File: config.mk
export PLATFORM = sky130hd
export DESIGN_NAME = polyphase_path2_combine_teg_flat
export DESIGN_NICKNAME = d
export VERILOG_FILES = /design/src/rtl/polyphase_path2_combine_teg_if.sv /design/src/rtl/polyphase_path2_combine_teg.sv /design/src/flat_wrapper.sv
export SDC_FILE = /design/constraint.sdc
export NUM_CORES = 1
export LEC_CHECK = 0
export ABC_CLOCK_PERIOD_IN_PS = 1100
export CAP_MARGIN = 20
export CORE_MARGIN = 3
export CORE_UTILIZATION = 45
export DETAILED_ROUTE_END_ITERATION = 8
export MAX_ROUTING_LAYER = met4
export PLACE_DENSITY = 0.76
export SYNTH_ARGS = -nofsm -noshare
export SYNTH_HDL_FRONTEND = slang
export SYNTH_SLANG_ARGS = --single-unit
File: constraint.sdc
create_clock -name clk_i -period 1.1 [get_ports clk_i]
set_input_delay 0.275 -clock clk_i [delete_from_list [all_inputs] [get_ports clk_i]]
set_output_delay 0.275 -clock clk_i [all_outputs]
set_load 0.03 [all_outputs]
File: src/rtl/polyphase_path2_combine_teg_if.sv
// rtl/polyphase_path2_combine_teg_if.sv - pair-in / full-rate-out bundle for the path-2 recombiner
interface polyphase_path2_combine_teg_if #(
    parameter int BW = 6
);
    logic [BW-1:0] in1;
    logic [BW-1:0] in2;
    logic          vld;
    logic          clr;
    logic [BW-1:0] out;
    logic          ovld;
    logic          unf;
    logic          ovf;

    modport master (
        output in1, in2, vld, clr,
        input  out, ovld, unf, ovf
    );

    modport slave (
        input  in1, in2, vld, clr,
        output out, ovld, unf, ovf
    );
endinterface

File: src/rtl/polyphase_path2_combine_teg.sv
// rtl/polyphase_path2_combine_teg.sv - two-path polyphase 2:1 interpolating commutator
module polyphase_path2_combine_teg #(
    parameter int BW = 6
) (
    input  logic                         clk_i,
    input  logic                         res_i,
    polyphase_path2_combine_teg_if.slave bus
);
    typedef enum logic {EVEN = 1'b0, ODD = 1'b1} phase_e;

    phase_e        state_q, state_d;
    logic [BW-1:0] out_q, out_d;
    logic          ovld_q, ovld_d;
    logic [BW-1:0] hold_q, hold_d;
    logic [BW-1:0] s1_q, s1_d;
    logic [BW-1:0] s2_q, s2_d;
    logic          pend_q, pend_d;
    logic          act_q, act_d;
    logic          unf_q, unf_d;
    logic          ovf_q, ovf_d;
    logic          unf_set, ovf_set;

    always_ff @(posedge clk_i) begin
        if (!res_i) begin
            state_q <= EVEN;
            out_q   <= '0;
            ovld_q  <= 1'b0;
            hold_q  <= '0;
            s1_q    <= '0;
            s2_q    <= '0;
            pend_q  <= 1'b0;
            act_q   <= 1'b0;
            unf_q   <= 1'b0;
            ovf_q   <= 1'b0;
        end else begin
            state_q <= state_d;
            out_q   <= out_d;
            ovld_q  <= ovld_d;
            hold_q  <= hold_d;
            s1_q    <= s1_d;
            s2_q    <= s2_d;
            pend_q  <= pend_d;
            act_q   <= act_d;
            unf_q   <= unf_d;
            ovf_q   <= ovf_d;
        end
    end

    // EVEN leaves only when a pair (staged or arriving) is available to emit.
    always_comb begin
        state_d = state_q;
        case (state_q)
            EVEN:    state_d = (pend_q || bus.vld) ? ODD : EVEN;
            ODD:     state_d = EVEN;
            default: state_d = EVEN;
        endcase
    end

    always_comb begin
        out_d   = '0;
        ovld_d  = 1'b0;
        hold_d  = hold_q;
        s1_d    = s1_q;
        s2_d    = s2_q;
        pend_d  = pend_q;
        act_d   = act_q;
        unf_set = 1'b0;
        ovf_set = 1'b0;
        case (state_q)
            EVEN: begin
                if (pend_q) begin
                    out_d  = s2_q;
                    ovld_d = 1'b1;
                    hold_d = s1_q;
                    act_d  = 1'b1;
                    // Staging is freed this edge, so a new pair refills it directly.
                    if (bus.vld) begin
                        s1_d = bus.in1;
                        s2_d = bus.in2;
                    end else begin
                        pend_d = 1'b0;
                    end
                end else if (bus.vld) begin
                    out_d  = bus.in2;
                    ovld_d = 1'b1;
                    hold_d = bus.in1;
                    act_d  = 1'b1;
                end else if (act_q) begin
                    unf_set = 1'b1;
                    act_d   = 1'b0;
                end
            end
            ODD: begin
                out_d  = hold_q;
                ovld_d = 1'b1;
                if (bus.vld) begin
                    if (!pend_q) begin
                        s1_d   = bus.in1;
                        s2_d   = bus.in2;
                        pend_d = 1'b1;
                    end else begin
                        ovf_set = 1'b1;
                    end
                end
            end
            default: ;
        endcase
        unf_d = unf_set | (unf_q & ~bus.clr);
        ovf_d = ovf_set | (ovf_q & ~bus.clr);
    end

    assign bus.out  = out_q;
    assign bus.ovld = ovld_q;
    assign bus.unf  = unf_q;
    assign bus.ovf  = ovf_q;
endmodule
File: src/flat_wrapper.sv
// flat-port wrapper written by rule: the top's interface ports become plain ports
module polyphase_path2_combine_teg_flat 
#(
    parameter int BW = 6
)
  (clk_i, res_i, bus_in1, bus_in2, bus_vld, bus_clr, bus_out, bus_ovld, bus_unf, bus_ovf);
  polyphase_path2_combine_teg_if #(.BW(BW)) bus_i ();
  input  logic clk_i;
  input  logic res_i;
  input wire logic [$bits(bus_i.in1)-1:0] bus_in1;
  input wire logic [$bits(bus_i.in2)-1:0] bus_in2;
  input wire logic [$bits(bus_i.vld)-1:0] bus_vld;
  input wire logic [$bits(bus_i.clr)-1:0] bus_clr;
  output wire logic [$bits(bus_i.out)-1:0] bus_out;
  output wire logic [$bits(bus_i.ovld)-1:0] bus_ovld;
  output wire logic [$bits(bus_i.unf)-1:0] bus_unf;
  output wire logic [$bits(bus_i.ovf)-1:0] bus_ovf;
  assign bus_i.in1 = bus_in1;
  assign bus_i.in2 = bus_in2;
  assign bus_i.vld = bus_vld;
  assign bus_i.clr = bus_clr;
  assign bus_out = bus_i.out;
  assign bus_ovld = bus_i.ovld;
  assign bus_unf = bus_i.unf;
  assign bus_ovf = bus_i.ovf;
  polyphase_path2_combine_teg #(.BW(BW)) u_core (.clk_i(clk_i), .res_i(res_i), .bus(bus_i));
endmodule
==> flow_metrics.env <==
export IMPL_whs_path_depth=2
export IMPL_post_route_period_util_pct=99.02
export IMPL_hold_start="u_core.s1_q[0]$_SDFFE_PN0P_"
export IMPL_critPathRequiredTime_ns=1.36
export IMPL_p_leak_uw=0.0006850
export IMPL_tightest_slew_ns=0.2462
export IMPL_io_buffers=24
export IMPL_io_pins=25
export IMPL_fin_crit_ns=1.089
export IMPL_r2r_cells=4
export IMPL_cp_arrival_ns=1.35
export IMPL_grt_max_degree=35
export IMPL_rsz0062_at_grt="true"
export IMPL_synth_area_mm2=0.001250
export IMPL_grt_ovfl_total=0
export IMPL_clkLatencyLatePin_ns=0.33
export IMPL_worstSetupPathType="flop to flop"
export IMPL_p_per_area_mw_per_mm2=1332
export IMPL_setup_worst_path_end_class="flop"
export IMPL_route_detailed_drc=0
export IMPL_num_antenna_cells=0
export IMPL_avgViaCountPerCell=5.201
export IMPL_dieArea_mm2=0.003446
export IMPL_die_w_um=58.71
export IMPL_yosys_warnings=0
export IMPL_r2r_start="u_core.pend_q$_SDFFE_PN0P_"
export IMPL_initial_utilization_pct=48.68
export IMPL_slew_violations=0
export IMPL_first_iter_violations=34
export IMPL_hold_viol=0
export IMPL_synth_top_area_share_pct=48.05
export IMPL_wl_mm=2.480
export IMPL_synth_seq_cells=30
export IMPL_postRouteAntennaNets=0
export IMPL_route_vias_total=1009
export IMPL_rows=18
export IMPL_worst_hold_path_endpoint="u_core.s1_q[0]$_SDFFE_PN0P_"
export IMPL_setup_viol=0
export IMPL_fin_setup_tns_ns=0
export IMPL_drive_gt1_share_pct=22.56
export IMPL_grt_pass1_vias=921
export IMPL_core_mm2=0.002567
export IMPL_antenna_found_initial=0
export IMPL_clkSinkCount=30
export IMPL_final_cells=194
export IMPL_cts_tree="built"
export IMPL_yosys_area_top_type="dfxtp_1"
export IMPL_synth_area_top_cells="dfxtp_1, mux2i_1, nand2_1, a21oi_1, o211a_1"
export IMPL_drv_cap=0
export IMPL_slew_headroom_pct=83.59
export IMPL_syn_to_final_growth_pct=31.93
export IMPL_r2r_slack_ns=0.01
export IMPL_synth_cells=135
export IMPL_cts_setup_buffers=0
export IMPL_fin_worst_skew_ns=0.005652
export IMPL_routedWlPerCell_um=12.78
export IMPL_place_inst=187
export IMPL_root_buffer="clkbuf_4"
export IMPL_firstDrtPassIters=4
export IMPL_cts_buffer_depth=2
export IMPL_cts_clk_slew_worst_paths_ns=0.08
export IMPL_ctsHoldBuffers=0
export IMPL_synth_cell_types=21
export IMPL_crit_start="u_core.pend_q$_SDFFE_PN0P_"
export IMPL_grt_usage_pct=16.71
export IMPL_cts_buffers=5
export IMPL_grt_first_pass_wirelength_mm=4.133
export IMPL_rr_endpoint="u_core.s1_q[4]$_SDFFE_PN0P_"
export IMPL_die_height_um=58.71
export IMPL_gp_congestion=0.7656
export IMPL_h_tree_depth=2
export IMPL_hp_class="flop to flop"
export IMPL_hpwlAfterDp_mm=1.788
export IMPL_crit_fanout=6
export IMPL_nNetsFinal=180
export IMPL_seq_area_frac_synth_pct=48.05
export IMPL_synth_area_per_cell_um2=9.259
export IMPL_max_freq_ghz=0.9181
export IMPL_start_kind="flop"
export IMPL_ir_drop_uv=957.6
export IMPL_syn_nets=151
export IMPL_status="finished, final reports clean"
==> synth_stat cells <==
cell type	n
a21boi_0	1
a21oi_1	12
a22oi_1	1
a2bb2oi_1	1
and2_1	2
buf_2	5
buf_4	1
buf_6	1
clkbuf_1	4
dfxtp_1	30
inv_1	2
mux2i_1	18
nand2_1	31
nand3b_1	6
nor2b_1	3
nor3_1	1
o211a_1	6
o21a_1	1
o21ai_0	7
o21ba_2	1
xor2_1	1
==> final cells by class <==
cell class                      instances  area (µm²)
Multi-Input combinational cell         92       594.3
Sequential cell                        30       614.3
Tap cell                               30       37.54
Inverter                                2       11.26
Fill cell                             239       918.4
Clock buffer                            7       45.04
Timing Repair Buffer                   33       346.6
==> through the flow <==
| step | hold slack, ns | power (µW) | utilization [%] | instance area [µm²] | setup slack [ns] |
|---|---|---|---|---|---|
| after floorplan | 0.4171 | 1445 | - | 1260 | 0.002310 |
| after global placement | 0.4412 | 1577 | 59.50 | 1528 | -0.2711 |
| after detailed placement | 0.4516 | 1589 | 59.50 | 1528 | -0.3376 |
| after CTS | 0.4640 | 2189 | 62.23 | 1598 | -0.0007149 |
| after global routing | 0.4882 | 2304 | 64.23 | 1649 | -0.05701 |
| final | 0.4622 | 2197 | 64.23 | 1649 | 0.01082 |
==> timing repair <==
action	4_1_cts	5_1_grt
resized for setup	9	23
pin swaps	0	1
endpoints found under the hold margin	0	0
endpoints found under the setup margin	11	32
==> power by group <==
group / internal, µW / switching [µW]
Clock: 240 / 355
Sequential: 1160 / 39.5
Combinational: 211 / 193
Total: 1610 / 587
==> layout by cell type (no fill, tap or decap), types with 2 or more instances in the layout <==
| cell | instances |
|---|---|
| mux2i_1 | 17 |
| clkdlybuf4s50_1 | 15 |
| buf_4 | 5 |
| clkbuf_4 | 5 |
| dfxtp_1 | 21 |
| dfxtp_2 | 8 |
| a21oi_1 | 12 |
| nand3b_1 | 6 |
| buf_6 | 11 |
| nor2b_1 | 3 |
| nand2_1 | 31 |
| o211a_1 | 6 |
| o21ai_1 | 6 |
| clkbuf_1 | 2 |
==> per-layer routing <==
metal | track usage [%] | vias to the layer above | wire [µm]
met1 | 19.67 | 447 | 1113
met5 | - | - | 0
met2 | 24.56 | 38 | 1137
met3 | 5.263 | 7 | 171
met4 | 10.68 | 0 | 59
li1 | - | 517 | -
==> worst max-delay path by stage <==
stage | end | cells past startpoint
5_1_grt | u_core.s1_q[5]$_SDFFE_PN0P_ | 4
3_3_place_gp | u_core.hold_q[0]$_SDFFE_PN0P_ | 4
6_report | u_core.s1_q[4]$_SDFFE_PN0P_ | 4
4_1_cts | u_core.s2_q[3]$_SDFFE_PN0P_ | 4
2_1_floorplan | u_core.hold_q[2]$_SDFFE_PN0P_ | 5
3_5_place_dp | u_core.s2_q[3]$_SDFFE_PN0P_ | 4
==> state kept, by name, summed over array words and instances (netlist names) <==
signal / count
u_core.pend_q: 1
u_core.act_q: 1
u_core.bus.unf: 1
u_core.bus.ovf: 1
u_core.bus.ovld: 1
u_core.state_q: 1
u_core.hold_q: 6
u_core.s2_q: 6
u_core.bus.out: 6
u_core.s1_q: 6
==> critical path, stage by stage, from the launching register on <==
cell	delay, ns
dfxtp_4	0.37
xor2_1	0.14
and2_4	0.18
buf_8	0.13
mux2i_2	0.20
==> cells by family (layout without fill, tap and decap cells) <==
group / Yosys count / count (layout) / synth area share [%]
buffers and inverters: 13 / 42 / 5.305
and+or+nand+nor: 43 / 43 / 15.82
xor gates and xnor gates: 1 / 1 / 0.7008
muxes: 18 / 18 / 14.41
DFF: 30 / 30 / 48.05
AOI/OAI and AO/OA: 30 / 30 / 15.72
Power figures use the tool's default switching activity.
